## config.mk

```make
export PLATFORM = sky130hd
export DESIGN_NAME = result_nibble_collector_flat
export DESIGN_NICKNAME = d
export VERILOG_FILES = /design/src/rtl/result_nibble_collector_pkg.sv /design/src/rtl/result_nibble_collector_if.sv /design/src/rtl/result_nibble_collector_fifo.sv /design/src/rtl/result_nibble_collector.sv /design/src/flat_wrapper.sv
export SDC_FILE = /design/constraint.sdc
export NUM_CORES = 1
export LEC_CHECK = 0
export ABC_CLOCK_PERIOD_IN_PS = 3600
export BUFFER_PORTS_ARGS = -buffer_cell sky130_fd_sc_hd__buf_4
export CORE_MARGIN = 2
export CORE_UTILIZATION = 55
export CTS_BUF_LIST = sky130_fd_sc_hd__clkbuf_16
export CTS_CLUSTER_DIAMETER = 50
export DETAILED_ROUTE_END_ITERATION = 8
export PLACE_DENSITY = 0.83
export SYNTH_ARGS = -nofsm -noshare
export SYNTH_HDL_FRONTEND = slang
export SYNTH_SLANG_ARGS = --single-unit
export TNS_END_PERCENT = 100
```

## constraint.sdc

```tcl
create_clock -name clk -period 3.6 [get_ports clk]
set_clock_uncertainty 0.05 [all_clocks]
set_input_delay 0.36 -clock clk [delete_from_list [all_inputs] [get_ports clk]]
set_output_delay 0.36 -clock clk [all_outputs]
set_load 0.1 [all_outputs]
```

## src/rtl/result_nibble_collector_pkg.sv

```systemverilog
// Shared types and sizing helpers for the nibble result collector.
// Burst reassembly state and index-width derivation live here.
package result_nibble_collector_pkg;

  typedef enum logic [0:0] {
    IDLE     = 1'b0,
    ASSEMBLE = 1'b1
  } state_t;

  function automatic int nibbles(input int n, input int w);
    return n / w;
  endfunction

  function automatic int idx_w(input int nib);
    return (nib > 1) ? $clog2(nib) : 1;
  endfunction

endpackage

```

## src/rtl/result_nibble_collector_if.sv

```systemverilog
// Nibble stream in, result words out, grouped as one bundle.
// master drives nibbles and ready; slave is the collector.
interface result_nibble_collector_if #(
  parameter int N       = 64,
  parameter int N_width = 4
);
  logic               nib_valid;
  logic [N_width-1:0] nib_data;
  logic               word_ready;
  logic               word_valid;
  logic [N-1:0]       word_data;

  modport master (
    output nib_valid, nib_data, word_ready,
    input  word_valid, word_data
  );

  modport slave (
    input  nib_valid, nib_data, word_ready,
    output word_valid, word_data
  );
endinterface

```

## src/rtl/result_nibble_collector_fifo.sv

```systemverilog
// Small word FIFO; a push at full is accepted only
// when a pop frees the head slot on the same cycle.
module result_fifo #(
  parameter int WIDTH = 64,
  parameter int DEPTH = 2
) (
  input  logic             clk,
  input  logic             rst,
  input  logic             push_i,
  input  logic             pop_i,
  input  logic [WIDTH-1:0] din_i,
  output logic [WIDTH-1:0] dout_o,
  output logic             empty_o,
  output logic             accept_o
);
  localparam int PW = $clog2(DEPTH);
  localparam int CW = PW + 1;

  logic [WIDTH-1:0] mem_q [DEPTH];
  logic [WIDTH-1:0] mem_d [DEPTH];
  logic [PW-1:0]    wr_q, wr_d;
  logic [PW-1:0]    rd_q, rd_d;
  logic [CW-1:0]    cnt_q, cnt_d;
  logic             full;
  logic             do_pop;
  logic             do_push;

  assign full     = (cnt_q == CW'(DEPTH));
  assign empty_o  = (cnt_q == '0);
  assign dout_o   = mem_q[rd_q];
  assign do_pop   = pop_i & ~empty_o;
  assign do_push  = push_i & (~full | do_pop);
  assign accept_o = do_push;

  always_comb begin
    mem_d = mem_q;
    wr_d  = wr_q;
    rd_d  = rd_q;
    cnt_d = cnt_q;
    if (do_push) begin
      mem_d[wr_q] = din_i;
      wr_d        = wr_q + PW'(1);
    end
    if (do_pop) begin
      rd_d = rd_q + PW'(1);
    end
    unique case ({do_push, do_pop})
      2'b10:   cnt_d = cnt_q + CW'(1);
      2'b01:   cnt_d = cnt_q - CW'(1);
      default: cnt_d = cnt_q;
    endcase
  end

  always_ff @(posedge clk or negedge rst) begin
    if (!rst) begin
      for (int i = 0; i < DEPTH; i++) begin
        mem_q[i] <= '0;
      end
      wr_q  <= '0;
      rd_q  <= '0;
      cnt_q <= '0;
    end else begin
      mem_q <= mem_d;
      wr_q  <= wr_d;
      rd_q  <= rd_d;
      cnt_q <= cnt_d;
    end
  end
endmodule

```

## src/rtl/result_nibble_collector.sv

```systemverilog
// Reassembles nibble bursts into N-bit words, LSB nibble first,
// and queues them; flags short bursts and dropped words.
module result_nibble_collector
  import result_nibble_collector_pkg::*;
#(
  parameter int N       = 64,
  parameter int N_width = 4,
  parameter int DEPTH   = 2
) (
  input  logic                       clk,
  input  logic                       rst,
  result_nibble_collector_if.slave   bus,
  output logic                       busy,
  output logic                       frag_err,
  output logic                       overflow,
  output logic [7:0]                 word_count
);
  localparam int NIBBLES = nibbles(N, N_width);
  localparam int IDX_W   = idx_w(NIBBLES);

  state_t           state_q, state_d;
  logic [IDX_W-1:0] idx_q, idx_d;
  logic [N-1:0]     asm_q, asm_d;
  logic             frag_q, frag_d;
  logic             ovf_q, ovf_d;
  logic [7:0]       cnt_q, cnt_d;
  logic             push;
  logic             pop;
  logic             accept;
  logic             empty;

  assign pop = bus.word_valid & bus.word_ready;

  always_comb begin
    state_d = state_q;
    idx_d   = idx_q;
    asm_d   = asm_q;
    frag_d  = 1'b0;
    push    = 1'b0;
    unique case (state_q)
      IDLE: begin
        if (bus.nib_valid) begin
          asm_d                 = '0;
          asm_d[0 +: N_width]   = bus.nib_data;
          if (NIBBLES == 1) begin
            push = 1'b1;
          end else begin
            idx_d   = IDX_W'(1);
            state_d = ASSEMBLE;
          end
        end
      end
      ASSEMBLE: begin
        if (bus.nib_valid) begin
          asm_d[int'(idx_q)*N_width +: N_width] = bus.nib_data;
          if (idx_q == IDX_W'(NIBBLES - 1)) begin
            push    = 1'b1;
            idx_d   = '0;
            state_d = IDLE;
          end else begin
            idx_d = idx_q + IDX_W'(1);
          end
        end else begin
          // short burst: drop the partial word
          frag_d  = 1'b1;
          idx_d   = '0;
          state_d = IDLE;
        end
      end
      default: state_d = IDLE;
    endcase
    ovf_d = push & ~accept;
    cnt_d = cnt_q + 8'(accept);
  end

  always_ff @(posedge clk or negedge rst) begin
    if (!rst) begin
      state_q <= IDLE;
      idx_q   <= '0;
      asm_q   <= '0;
      frag_q  <= 1'b0;
      ovf_q   <= 1'b0;
      cnt_q   <= '0;
    end else begin
      state_q <= state_d;
      idx_q   <= idx_d;
      asm_q   <= asm_d;
      frag_q  <= frag_d;
      ovf_q   <= ovf_d;
      cnt_q   <= cnt_d;
    end
  end

  result_fifo #(
    .WIDTH (N),
    .DEPTH (DEPTH)
  ) u_fifo (
    .clk      (clk),
    .rst      (rst),
    .push_i   (push),
    .pop_i    (pop),
    .din_i    (asm_d),
    .dout_o   (bus.word_data),
    .empty_o  (empty),
    .accept_o (accept)
  );

  assign bus.word_valid = ~empty;
  assign busy           = (state_q == ASSEMBLE);
  assign frag_err       = frag_q;
  assign overflow       = ovf_q;
  assign word_count     = cnt_q;
endmodule
```

## src/flat_wrapper.sv

```systemverilog
// flat-port wrapper written by rule: the top's interface ports become plain ports
module result_nibble_collector_flat import result_nibble_collector_pkg::*;
#(
  parameter int N       = 64,
  parameter int N_width = 4,
  parameter int DEPTH   = 2
)
  (clk, rst, busy, frag_err, overflow, word_count, bus_nib_valid, bus_nib_data, bus_word_ready, bus_word_valid, bus_word_data);
  result_nibble_collector_if #(.N(N), .N_width(N_width)) bus_i ();
  input  logic clk;
  input  logic rst;
  output logic busy;
  output logic frag_err;
  output logic overflow;
  output logic [7:0] word_count;
  input wire logic [$bits(bus_i.nib_valid)-1:0] bus_nib_valid;
  input wire logic [$bits(bus_i.nib_data)-1:0] bus_nib_data;
  input wire logic [$bits(bus_i.word_ready)-1:0] bus_word_ready;
  output wire logic [$bits(bus_i.word_valid)-1:0] bus_word_valid;
  output wire logic [$bits(bus_i.word_data)-1:0] bus_word_data;
  assign bus_i.nib_valid = bus_nib_valid;
  assign bus_i.nib_data = bus_nib_data;
  assign bus_i.word_ready = bus_word_ready;
  assign bus_word_valid = bus_i.word_valid;
  assign bus_word_data = bus_i.word_data;
  result_nibble_collector #(.N(N), .N_width(N_width), .DEPTH(DEPTH)) u_core (.clk(clk), .rst(rst), .bus(bus_i), .busy(busy), .frag_err(frag_err), .overflow(overflow), .word_count(word_count));
endmodule
```

[After elaboration in Yosys (flattened, before gate mapping)]
Cells that the tools add are included.
Storage, ports and cells
  bits in registers: 211
  input port bits: 8
  output and inout port bits: 76
  logic and storage cells: 66
Operators by class
  $add $sub $neg: 7
  order comparisons: 3
  equality and inequality tests: 5
  shift operators: 2
  mux-type cells: 24
  bitwise logic cells: 11
  reductions and logical operators: 3
Operators with widths (number)
  $mux W64: 6
  $bwmux W128: 1
  $pmux W64 S2: 1
  $bwmux W64: 1
  $demux W64 S1: 1
  $shift A4 B33 Y64 const A: 1
  $shiftx A4 B33 Y64: 1
  $neg A6 Y33: 1
  $mux W4: 3
  $add A8 B1 Y8: 1
  $mux W1: 8
  $pmux W4 S2: 1
  $add A4 B1 Y4 const B: 1
  $and A1 B1 Y1: 4
  $eq A2 B2 Y1 const B: 2
  $eq A4 B4 Y1 const B: 1
  $ge A2 B2 Y1 const B: 2
  $not A1 Y1: 4
  $not A1 Y2: 2
  $pmux W2 S2: 1
  $add A1 B1 Y1 const B: 2
  $add A2 B1 Y2 const B: 1
  $eq A2 B1 Y1 const B: 1
  $logic_not A2 Y1: 1
  7 further kinds: 7

[Depth between registers and ports, before layout]
Gate-level depths: netlist (run 1).
  word-level depth: 8
  gate-level depth with buffers: 10

[By module]
From an unflattened synthesis (run 1), not the netlist that was laid out.
Unflattened totals
  cells, all modules: 750
  area, all modules: 9509.1 µm²
By module, submodules not included
  result_fifo: times used 1, cells each 424, area an instance 5793.1 µm²
  result_nibble_collector: times used 1, cells each 326, area an instance 3716.1 µm²

[Worst setup path after synthesis (run 1)]
Ideal clock, no wire load.
  kind: flip-flop to flip-flop
  start point: register u_core.idx_q[0]
  end point: register u_core.u_fifo.mem_q[50] (netlist bit)
  setup time: 0.125 ns
  arrival time: 2.520 ns
  path slack: 0.905 ns
  cell stages (with the launch flop): 11
  clock period less this slack: 2.695 ns
  cell sequence: dfrtp_1 buf_6 clkbuf_1 nor3_1 ha_1 nor4b_4 o21ai_1 or4_1 buf_2 mux2i_2 mux2_2
On the way
  longest elaborated chain between the ends: 6
RTL lines
  start, declared: RTL line result_nibble_collector.sv:22  | logic [IDX_W-1:0] idx_q, idx_d;
  start signal, assigned: RTL line result_nibble_collector.sv:86  | idx_q <= idx_d;
  $neg A6 Y33 *: RTL line result_nibble_collector.sv:55  | asm_d[int'(idx_q)*N_width +: N_width] = bus.nib_data;
  $shiftx A4 B33 Y64 / $shift A4 B33 Y64 (equally long branches): RTL line result_nibble_collector.sv:55
  $bwmux W64 *: RTL line result_nibble_collector.sv:55
  $mux W64 *: RTL line result_nibble_collector.sv:54  | if (bus.nib_valid) begin
  $pmux W64 S2 *: RTL line result_nibble_collector.sv:40  | unique case (state_q)
  net u_core.asm_d[50]: RTL line result_nibble_collector.sv:23  | logic [N-1:0] asm_q, asm_d;
  $bwmux W128 *: RTL line result_nibble_collector_fifo.sv:41  | mem_d[wr_q] = din_i;
  end signal, assigned: RTL line result_nibble_collector_fifo.sv:63  | mem_q <= mem_d;
  end, declared: RTL line result_nibble_collector_fifo.sv:19  | logic [WIDTH-1:0] mem_q [DEPTH];
Mark *: on every way through the listed nets, which the timed path passes. The rest lies on a longest branch.
A chain may end at the register's enable or synchronous reset.

[Worst setup path in the final report (run 1)]
  start point: register u_core.idx_q[1]
  end point: register u_core.u_fifo.mem_q[121] (netlist bit)
On the way
  longest elaborated chain between the ends: 6
RTL lines (RTL line)
  $neg A6 Y33: result_nibble_collector.sv:55
  $shiftx A4 B33 Y64 / $shift A4 B33 Y64 (equally long branches): result_nibble_collector.sv:55
  $bwmux W64: result_nibble_collector.sv:55
  $mux W64: result_nibble_collector.sv:54
  $pmux W64 S2: result_nibble_collector.sv:40
  $bwmux W128: result_nibble_collector_fifo.sv:41
Several ways; a longest one is shown, not always the timed one.

==> summary by stage, run 1 <==
Outcome
The run finished with clean final reports.

Detailed routing
The routed wire length per instance is 18.56 um. The final wirelength is 22.31 mm. In the routed design, unresolved DRC markers number 0. The routed via count divided by cell count is 5.827. Before antenna repair, the detailed router went through 5 iterations.

The detailed router finished its first iteration with 561 violations. The count of nets left with antenna violations once routing finished came out at 0. The routed layout has 7004 vias.

Pwr
Overall power consumption after layout is estimated at 5.683 mW. The worst-case IR drop observed on VDD is 0.3365 mV. Summed over all nets, the switching power comes to 1.473 mW.

The internal power of the cells totals 4.210 mW. The combinational share of power is 0.120. In this run the static leakage power is 5.618 nW. The total power density per cell area is 507.8 nW/um^2. The share of total power dissipated in sequential elements is 0.448. Of the total power, the share spent switching nets is 0.2592.

The power share of the clock group is 0.432.

Clock tree
Buffers inserted during clock tree synthesis total 23. The post-cts sizing count is 0. The number of clock sinks is 211. The later pin in the worst-skew pair is clocked with a latency of 0.50 ns.

The H-tree depth is 1. The clock tree from TritonCTS is built. The number of buffers added for setup after CTS is 0. The clock slew at the register clock pins of the worst setup and hold paths is 0.06 ns. The library cell used as clock root buffer is clkbuf_16. The maximum number of buffers from clock root to sink is 3.

Floorplan
The die area is 18550 sq um. The die height is 136.2 um. The core region is 17180 sq um. The total I/O pin count is 84. The die extent in x is 136.2 um. The floorplan has 48 rows. The initial utilization of the core area, before any placement, comes to 0.5597.

Worst setup path
The data arrival time of the worst path is 3.34 ns. The critical path goes through inv_1 > ha_1 > xor2_2 > o2111ai_1 > and3_1 > a211oi_1 > a21oi_1. The peak fanout along the critical path is 17. The worst setup path is of the flip-flop to flip-flop kind. Among cell families on the critical path, the largest total delay comes from compound AO/OA/AOI/OAI gates.

The critical path buffer and inverter count is 1. The data required time of the worst path is 3.91 ns. STA classifies the critical path endpoint as a flip-flop. The type of origin of the critical path is a flip-flop. The highest cell delay on the worst timing path is 0.59 ns.

The slowest stage of the critical path is the xor2_2 cell.

STA
The total setup violations reported at the end of the flow is 0. Headroom to the max-slew limit came out at 0.2949. The smallest clock period supported by the final layout is computed as 3.026 ns.

The highest attainable clock frequency is 330.5 MHz. The sum of negative setup slack is 0 ns. The count of final max-slew check failures was 0. In the finished design, the share of the clock period the worst path needs comes to 0.8406. The transition time at the pin with the least slew margin is 1.050 ns. Setup repair after global routing left no endpoint under its margin. The hold violation count in the final report is 0.

Logic synthesis
The mapped netlist covers 9613 sq um. Counting flops with a built-in enable in the synthesized netlist gives 0. The average size of a mapped cell is 10.67 sq um. In the post-synthesis netlist, the biggest area contributors are dfrtp_1 (55%), mux2_2 (11%), o21ai_0 (4.1%), nand2_1 (3.5%), nor2_1 (2.6%). Ranked by instance count, the synthesized netlist is headed by dfrtp_1 (211), mux2_2 (97), nand2_1 (89). The most used standard cell by instance count after synthesis is dfrtp_1. The gate count after technology mapping is 901. Synthesis produced a netlist with a net count of 917.

The share of synthesized registers carrying an async set or reset is 1.000. The proportion of synthesized chip area in sequential cells is 0.5493. The netlist uses 65 different library cells. Among all flip-flop cells after synthesis, the most frequent one is dfrtp_1. The synthesized design contains 211 register bits. The number of warning messages in the yosys log is 0. Of the post-synthesis cell area, the dominant cell type holds 0.5493. The cell taking the most area after synthesis is dfrtp_1.

Cells and area
The net count reported at finish is 980. The fill cell total of the finished layout is 1346. The final instance count without filler cells is 1202. The fraction of layout instances using a drive strength above 1 is 0.2528. The number of antenna repair diodes is 0. The area added between synthesis and finish is 16.41%.

Run
The tool flagged a number of max-cap violations equal to 0.

Global route
The global routing stage identified its most utilized layer as met2. The number of antenna violations at the first check in global routing came to 0. In the global route stage, met1 resource usage came out at 0.3472. For this run, global-route usage on met3 was measured as 0.06450.

Entering global routing, the biggest net connects 109 pins. Summed over all layers, the global routing overflow is 0. The via count of the first global-routing pass is 7054. In the global route stage, met2 resource usage came out at 0.3906. The global-route wire length before repair is 36.83 mm. The total routing resource utilization after global routing is 0.2499.

Placed design
After detailed placement, the design holds a cell count of 1163. The number of I/O port buffers is 83. The placed wire-length estimate is 14.74 mm. Routability-driven placement finished with a final weighted congestion of 0.9207.

Min path
The worst min-delay path class is input port to flip-flop.
## layout make-up
cell class / count / area, sq um / share of cell area
Clock buffer: 23 / 575.6 / 0.05143
Clock inverter: 15 / 209.0 / 0.01867
Inverter: 52 / 195.2 / 0.01744
Multi-Input combinational cell: 578 / 3879 / 0.3466
Sequential cell: 211 / 5281 / 0.4719
Tap cell: 225 / 281.5 / 0.02516
Timing Repair Buffer: 98 / 769.5 / 0.06876
## path summary, 6_finish.rpt
| check | from | slack [ns] | to | cells after the start |
|---|---|---|---|---|
| min reg2reg | u_core.u_fifo.mem_q[25] | 0.42 | u_core.u_fifo.mem_q[25] | 2 |
| max in group asynchronous | rst | 2.18 | u_core.u_fifo.mem_q[106] | 3 |
| max | u_core.idx_q[1] | 0.57 | u_core.u_fifo.mem_q[121] | 7 |
| max reg2reg | u_core.idx_q[1] | 0.57 | u_core.u_fifo.mem_q[121] | 7 |
| min in group asynchronous | rst | 0.33 | u_core.u_fifo.mem_q[52] | 2 |
| min | bus_word_ready | 0.12 | u_core.overflow | 4 |
## tightest hold or removal path, cell delays in order
cell     delay [ns]
buf_4          0.08
nor2_1         0.06
nand2_1        0.07
nor3_1         0.06
## cells in the final DEF, fill, tap and decap left out, types with 4 or more instances in the layout
master     netlist  routed
dfrtp_1        211     210
mux2_2          97      97
buf_4            6      94
nand2_1         89      88
o21ai_0         79      79
nor2_1          67      67
inv_1           51      53
a21oi_1         43      43
clkbuf_16        0      23
and3_1          19      19
nor3_1          15      15
nand3_1         14      14
a211oi_1        13      13
a31oi_1          8       8
ha_1             8       8
and2_1           7       7
nand4_1          7       7
xnor2_1          7       7
a22oi_1          7       7
mux2i_1          7       7
a32oi_1          7       7
a22o_1           6       6
xor2_1           5       5
or3_1            5       5
o21ai_1          5       5
bufinv_16        0       5
clkinv_1         1       4
o2bb2ai_1        4       4
## per-stage QoR
stage | setup WS (ns) | utilization | cell area, sq um | hold WS, ns
2_1_floorplan | 0.9054 | - | 9613 | 0.01441
3_3_place_gp | 0.6474 | 0.6053 | 10400 | 0.2966
3_5_place_dp | 0.5572 | 0.6053 | 10400 | 0.3021
4_1_cts | 0.5473 | 0.6515 | 11190 | 0.1133
5_1_grt | 0.2522 | 0.6515 | 11190 | 0.1393
6_report | 0.5740 | 0.6515 | 11190 | 0.1236
## kinds of logic after synthesis
logic type	after synthesis	share of synthesized area
adders and majority gates	8	0.01041
and+or+nand+nor	251	0.1248
buffers and inverters	112	0.04855
DFF	211	0.5493
xor gates and xnor gates	14	0.01432
muxes	106	0.1239
AOI/OAI and AO/OA	199	0.1287
## what timing repair did
action                                  CTS  global route
endpoints found under the setup margin    0             0
hold buffers                              1             0
hold endpoints to repair                 53             0
## power groups by stage
stage	clock network (mW)	registers, mW	logic, mW
6_report	2.46	2.55	0.681
5_1_grt	2.57	2.56	0.731
4_1_cts	2.48	2.55	0.680
3_5_place_dp	0	2.59	0.673
3_3_place_gp	0	2.59	0.664
2_1_floorplan	0	2.52	0.525
## sequential cells by signal (all words and copies together) (netlist names)
name and cells:
u_core.u_fifo.mem_q 128, u_core.word_count 8, u_core.asm_q 64, u_core.u_fifo.rd_q 1, u_core.u_fifo.cnt_q 2, u_core.u_fifo.wr_q 1, u_core.frag_err 1, u_core.busy 1
u_core.idx_q 4, u_core.overflow 1
## layer usage
metal | part of all wire | up-vias | wire [um]
met4 | 0.026 | 0 | 585
met2 | 0.46 | 233 | 10320
li1 | - | 3270 | -
met3 | 0.080 | 44 | 1779
met1 | 0.43 | 3457 | 9622
met5 | 0 | - | 0
No activity file was read; power rests on OpenSTA's default activity.
==> run 2, diff against run 1 <==
Settings changed: ABC_CLOCK_PERIOD_IN_PS 3600 to 2700, CORE_UTILIZATION 55 to 54, PLACE_DENSITY 0.83 to 0.85.
Clock period 3.6 ns to 2.7 ns, I/O delays scaled along.
==> run 2 against run 1 <==
Net effect:
- clock-buffer cell count is the same
- via count grew 2.3%
- sequential power grew 29%
- global-route usage shrank 0.058 points
- first-iteration DRC count grew 4.8%
- register-to-register slack lost 0.50 ns
- core utilization grew 0.20 points
- non-clock buffer count grew 27
- routed wire length grew 3.1%
- maximum frequency grew 15%
- highest routed layer unchanged
==> summary by stage, run 2 (synthesized netlist as in run 1, its figures left out) <==
STA
The highest attainable clock frequency is 381.0 MHz (+15%). Setup repair after global routing could not meet its margin everywhere. The final-layout worst hold slack came to 0.02464 ns (-0.09899 ns). The hold violation count in the final report was 0 (unchanged). The total setup violations reported at the end of the flow is 0 (unchanged). The count of final max-slew check failures is 0 (unchanged). The post-layout minimum cycle time is 2.624 ns (-0.4016 ns). The remaining max-slew budget at the tightest pin was 0.3964 (+0.1016). The share of the clock period used by the worst path is 0.9720 (+0.1314). The transition time at the pin with the least slew margin was 0.9020 ns (-0.1476 ns).

Detailed routing
The routed wire length per instance was 18.67 um (+0.61%). The length of the first detailed-routing pass in iterations is 5 (unchanged). The detailed router's first-iteration violation count came to 588 (+4.8%).

The routed via count is 7162 (+2.3%). The residual antenna-violating net count after detailed routing is 0 (unchanged). The routed via count divided by cell count came to 5.813 (-0.23%). The final wirelength is 23.00 mm (+3.1%). The remaining design rule violation count is 0 (unchanged).

Clock tree
The clock buffer count from CTS was 23 (unchanged). The clock slew at the register clock pins of the worst setup and hold paths was 0.06 ns (about the same). The number of clock sinks is 211 (unchanged). The latest clock arrival within the worst-skew pair is 0.51 ns (about the same). Clock tree synthesis selected as its root buffer the cell clkbuf_16. The maximum number of buffers from clock root to sink is 3 (unchanged). The H-tree depth is 1 (unchanged).

TritonCTS built the clock tree.

Floorplan
The area of the core region is 17360 sq um (+1.0%). The die height is 137.4 um (+0.90%). The initial core utilization is 0.5538 (-0.005810).

The total I/O pin count is 84 (unchanged). The total number of placement rows is 48 (unchanged). The die extent in x is 137.4 um (+0.90%). The die area was 18890 sq um (+1.8%).

Placed design
The final RePlAce weighted congestion is 0.9702 (+5.4%). The number of I/O port buffers came to 83 (unchanged). The number of placed instances with taps included came to 1190 (+2.3%).

The placed wire-length estimate came to 15.70 mm (+6.5%).

Worst setup path
The gate family responsible for the most delay along the worst path is simple AND/OR/NAND/NOR gates. The data required time of the worst path was 3.05 ns (-0.86 ns). The master of the slowest instance on the critical path is or4_1. The peak fanout along the critical path is 9 (-8). The data arrival time of the worst path is 2.97 ns (-0.37 ns). Traced cell by cell, the critical path runs through nor3_1 > ha_1 > nor4b_4 > o21ai_1 > or4_1 > mux2i_2 > mux2_2. The number of cells on the critical path is 7 (unchanged).

The logic depth of the worst register-to-register path is 7 (unchanged). The worst-case register-to-register setup slack is 0.08 ns (-0.50 ns). The highest cell delay on the worst timing path is 0.57 ns (-0.02 ns). The type of origin of the critical path is a flip-flop. The kind of critical path is flip-flop to flip-flop. The critical path buffer and inverter count is 0 (-1). STA classifies the critical path endpoint as a flip-flop.

Cells and area
The fraction of layout instances using a drive strength above 1 is 0.2790 (+0.02623). In the layout the commonest cells are dfrtp_1 (210), buf_4 (120), mux2_2 (97). The number of flip-flops in the largest register is 128 (unchanged). The area added between synthesis and finish is 17.99%. The most common library cell in the layout ignoring fill and taps is dfrtp_1. The final instance count without filler cells is 1232 (+2.5%). Counting flops per register, the top entry is u_core.u_fifo.mem_q. The number of antenna repair diodes came to 0 (unchanged).

The net count reported at finish is 1007 (+2.8%).

Outcome
The run finished with clean final reports.

Pwr
The sequential share of power is 0.461 (+0.013). The total power density per cell area is 632.4 nW/um^2 (+25%). The switching part of the total power is 0.2777 (+0.01849). The combinational share of power was 0.143 (+0.023).

The internal power is 5.180 mW (+23%). The leakage power summed over all cells is 5.716 nW (+1.7%). The worst supply voltage drop on vdd was 0.6208 mV (+84%). The power share of the clock group is 0.396 (-0.036). The power spent charging and discharging nets is 1.992 mW (+35%).

Global route
The global-route wire length before repair is 36.89 mm (+0.17%). The number of antenna violations at the first check in global routing is 0 (unchanged). The pin count of the biggest net entering global routing is 92 (-16%).

The total routing resource utilization after global routing is 0.2493 (-0.0005796). The via count of the first global-routing pass came to 7046 (-0.11%). The final global-route overflow total is 0 (unchanged).

Min path
The min-delay analysis places its worst path in the category input port to flip-flop. The number of cells on the worst hold path is 2 (-2).

Run
The total of max-cap violations is 0 (unchanged).
-- run 2: area by class of cell --
type | count | area [sq um]
fill | 1315 | 6015
sequential | 211 | 5281
multi-input combinational | 578 | 3920
timing repair buffer | 125 | 984.7
clock buffer | 23 | 575.6
tap | 225 | 281.5
inverter | 52 | 195.2
clock inverter | 18 | 103.9
-- run 2: worst paths after layout --
path,startpoint,end
worst min-delay path,bus_nib_valid,u_core.frag_err
worst min register to register,u_core.u_fifo.mem_q[97],u_core.u_fifo.mem_q[97]
worst max-delay path,u_core.idx_q[1],u_core.u_fifo.mem_q[50]
worst max register to register,u_core.idx_q[1],u_core.u_fifo.mem_q[50]
min in group asynchronous,rst,u_core.u_fifo.mem_q[20]
max in group asynchronous,rst,u_core.u_fifo.mem_q[27]
-- run 2: power groups by stage --
stage	sequential, mW	clock, mW	combinational [mW]
2_1_floorplan	3.36	0	0.700
3_3_place_gp	3.36	0	1.00
3_5_place_dp	3.36	0	1.01
4_1_cts	3.30	2.89	1.02
5_1_grt	3.31	3.04	1.10
6_report	3.30	2.84	1.02
-- run 2: routing by layer --
| layer | GRT usage | wire length (um) | share of wire | vias to the layer above |
|---|---|---|---|---|
| met2 | 0.3847 | 10540 | 0.46 | 294 |
| li1 | - | - | - | 3321 |
| met5 | 0 | 0 | 0 | - |
| met1 | 0.3605 | 9965 | 0.43 | 3496 |
| met4 | 0.07274 | 671 | 0.029 | 0 |
| met3 | 0.05004 | 1829 | 0.080 | 51 |
-- run 2: metrics by stage --
stage	power, mW	cell area [sq um]	utilization	setup TNS, ns	worst slack, ns
2_1_floorplan	4.060	9613	-	0	0.005392
3_3_place_gp	4.357	10610	0.6114	0	0.1502
3_5_place_dp	4.374	10610	0.6114	0	0.1167
4_1_cts	7.222	11300	0.6511	0	0.1180
5_1_grt	7.451	11340	0.6535	-0.02611	-0.01519
6_report	7.173	11340	0.6535	0	0.07560
-- run 2: timing repair --
action	CTS	global route
hold buffers	1	0
endpoints found under the setup margin	0	14
setup buffers	0	0
hold endpoints to repair	86	0
resized for setup	0	7
==> run 3, diff against run 2 <==
Settings changed: CORE_MARGIN 2 to 4, GPL_TIMING_DRIVEN set to 0.
==> run 3 against run 2 <==
Net effect:
- via count is 6.6% higher
- non-clock buffer count is 36 higher
- worst setup slack worse by 0.087 ns
- critical endpoint unchanged
- sequential share of layout area is 2.4 points lower
- the flow now finishes with violations (setup timing)
- critical path depth is 2 higher
- clock power is 14% higher
- combinational power is 21% higher
==> summary by stage, run 3 (synthesized netlist as in run 1, its figures left out) <==
Outcome
The flow ran to the end, but the final reports show violations. The checks that failed: setup timing.

Cells and area
In the layout the commonest cells are dfrtp_1 (209), buf_4 (106), mux2_2 (96). u_core.u_fifo.mem_q holds more flip-flops than any other register. The final standard cell area without fillers is 11950 sq um (+5.4%). Leaving out fill and tap cells, the most frequent cell in the layout is dfrtp_1. The final instance count without filler cells is 1272 (+3.2%). The net count reported at finish is 1044 (+3.7%). The fraction of layout instances using a drive strength above 1 is 0.3164 (+0.03740). The final core utilization is 0.6886 (+0.03511). The area added between synthesis and finish is 24.33%.

The number of flip-flops in the largest register came to 128 (unchanged).

Worst setup path
The master of the slowest instance on the critical path is or4_4. The data arrival time of the worst path is 3.06 ns (+0.09 ns). STA classifies the critical path startpoint as a flip-flop. The highest cell delay on the worst timing path is 0.48 ns (-0.09 ns). The peak fanout along the critical path is 4 (-5). The element type at the critical path end is a flip-flop. Traced cell by cell, the critical path runs through buf_8 > clkbuf_16 > nor3_4 > ha_4 > nor4b_4 > o21ai_1 > or4_4 > mux2i_4 > mux2_4. By startpoint and endpoint, the worst setup path is classified as flip-flop to flip-flop. The data required time of the worst path is 3.05 ns (about the same).

Pwr
The leakage power summed over all cells is 5.913 nW (+3.4%). The worst supply voltage drop on vdd is 0.6154 mV (-0.86%). The total power density per cell area came to 650.1 nW/um^2 (+2.8%).

Global route
The pin count of the biggest net entering global routing came to 124 (+35%). The number of antenna violations at the first check in global routing is 0 (unchanged). The met1 track utilization from global routing was 0.3740 (+0.01353).

The total routing resource utilization after global routing came to 0.2656 (+0.01629). The met3 usage in global routing is 0.04483 (-0.005210). The via count of the first global-routing pass is 7768 (+10%). The final global-route overflow total was 0 (unchanged).

The most crowded layer after global routing is met2. The global-route wire length before repair is 42.03 mm (+14%). The global routing usage on met2 is 0.4161 (+0.03136).

Placed design
The placed wire-length estimate came to 18.05 mm (+15%). The total cell area at the placement stage was 10530 sq um (-0.77%). The number of placed instances with taps included was 1207 (+1.4%).

The number of I/O port buffers was 80 (-3.6%). The worst slack after detailed placement is -0.7467 ns (-0.8634 ns). The final RePlAce weighted congestion came to 0.9919 (+2.2%).

Clock tree
TritonCTS built the clock tree. The number of clock sinks is 211 (unchanged). The latest clock arrival within the worst-skew pair is 0.52 ns (about the same). The clock buffer count from CTS came to 24 (+4.3%). The library cell used as clock root buffer is clkbuf_16. The clock slew at the register clock pins of the worst setup and hold paths is 0.06 ns (about the same). The maximum number of buffers from clock root to sink is 3 (unchanged).

The H-tree depth is 1 (unchanged).

Detailed routing
The length of the first detailed-routing pass in iterations came to 5 (unchanged). The routed via count divided by cell count is 6.005 (+3.3%). The routed via count came to 7638 (+6.6%). The residual antenna-violating net count after detailed routing is 0 (unchanged).

The routed wire length per instance was 21.28 um (+14%). The final wirelength is 27.07 mm (+18%). The detailed router's first-iteration violation count is 805 (+37%).

The remaining design rule violation count is 0 (unchanged).

STA
The hold violation count in the final report came to 0 (unchanged). The transition time at the pin with the least slew margin was 1.011 ns (+0.1093 ns). The post-layout minimum cycle time came to 2.711 ns (+0.08672 ns). The share of the clock period used by the worst path was 1.004 (+0.03212).

The highest attainable clock frequency is 368.9 MHz (-3.2%). The remaining max-slew budget at the tightest pin is 0.3258 (-0.07063). The total setup violations reported at the end of the flow came to 2 (+2).

Setup repair after global routing could not meet its margin everywhere. The count of final max-slew check failures was 0 (unchanged). The final worst setup slack is -0.01113 ns (-0.08672 ns).

Floorplan
The total I/O pin count is 84 (unchanged). The initial core utilization is 0.5538 (unchanged). The die height is 141.4 um (+2.9%). The die extent in x was 141.4 um (+2.9%).

The die area is 20000 sq um (+5.9%). The total number of placement rows is 48 (unchanged). The area of the core region was 17360 sq um (unchanged).

Run
The total of max-cap violations was 0 (unchanged).

Min path
The tightest min-delay check is of the input port to flip-flop type.
==> run 3: cell count changes in the layout (fill, tap and decap cells not counted), moves of 9 or more <==
cell / previous run / this run
clkbuf_1: 0 / 29
buf_4: 120 / 106
a211oi_4: 1 / 11
buf_2: 0 / 10
clkbuf_2: 0 / 9
==> run 3: per-stage QoR <==
step	power, mW	hold WS, ns	TNS, ns
after floorplan	4.060	-0.07559	0
after global placement	4.421	0.4054	-89.25
after detailed placement	4.449	0.3807	-73.36
after CTS	7.717	0.02858	0
after global routing	8.004	0.05328	-0.2037
final	7.770	0.04096	-0.01614
==> run 3: what timing repair did <==
action / in CTS / in global routing
setup buffers: 7 / 13
pin swaps: 6 / 21
resized for setup: 47 / 64
endpoints found under the setup margin: 241 / 129
hold buffers: 1 / 0
endpoints found under the hold margin: 122 / 0
==> run 3: path summary, 6_finish.rpt <==
check	from	end	slack (ns)	cells past startpoint
max in group asynchronous	rst	u_core.u_fifo.mem_q[69]	1.23	3
setup reg to reg	u_core.idx_q[0]	u_core.u_fifo.mem_q[50]	-0.01	9
hold / removal	bus_word_ready	u_core.overflow	0.04	4
hold reg to reg	u_core.word_count[7]	u_core.word_count[7]	0.42	1
min in group asynchronous	rst	u_core.u_fifo.mem_q[49]	0.41	2
setup / recovery	u_core.idx_q[0]	u_core.u_fifo.mem_q[50]	-0.01	9
==> run 3: per-layer routing <==
metal	wire length (um)	vias up
met5	0	-
met4	829	0
met3	2066	67
met2	12790	353
met1	11380	3825
li1	-	3393
==> run 3: final cells by class <==
class	instances	area, sq um
clock buffer	24	600.6
buffer	59	315.3
sequential	211	5283
clock inverter	20	183.9
fill	1223	5405
tap	225	281.5
multi-input combinational	578	4290
inverter	52	198.9
antenna	1	2.502
timing repair buffer	102	795.8
==> run 3: report_power, final <==
part           switching, mW  total [mW]  internal, mW
registers             0.0615        3.31          3.25
logic                  0.820        1.23         0.408
clock network           1.32        3.23          1.91
==> run 3: critical path, delay by kind of cell (launching register included) <==
| family | cells | cell delay, ns |
|---|---|---|
| compound gates | 1 | 0.10 |
| fa+ha+maj | 1 | 0.24 |
| buf+inv | 2 | 0.28 |
| flops | 1 | 0.44 |
| mux | 2 | 0.52 |
| simple gates | 3 | 0.96 |
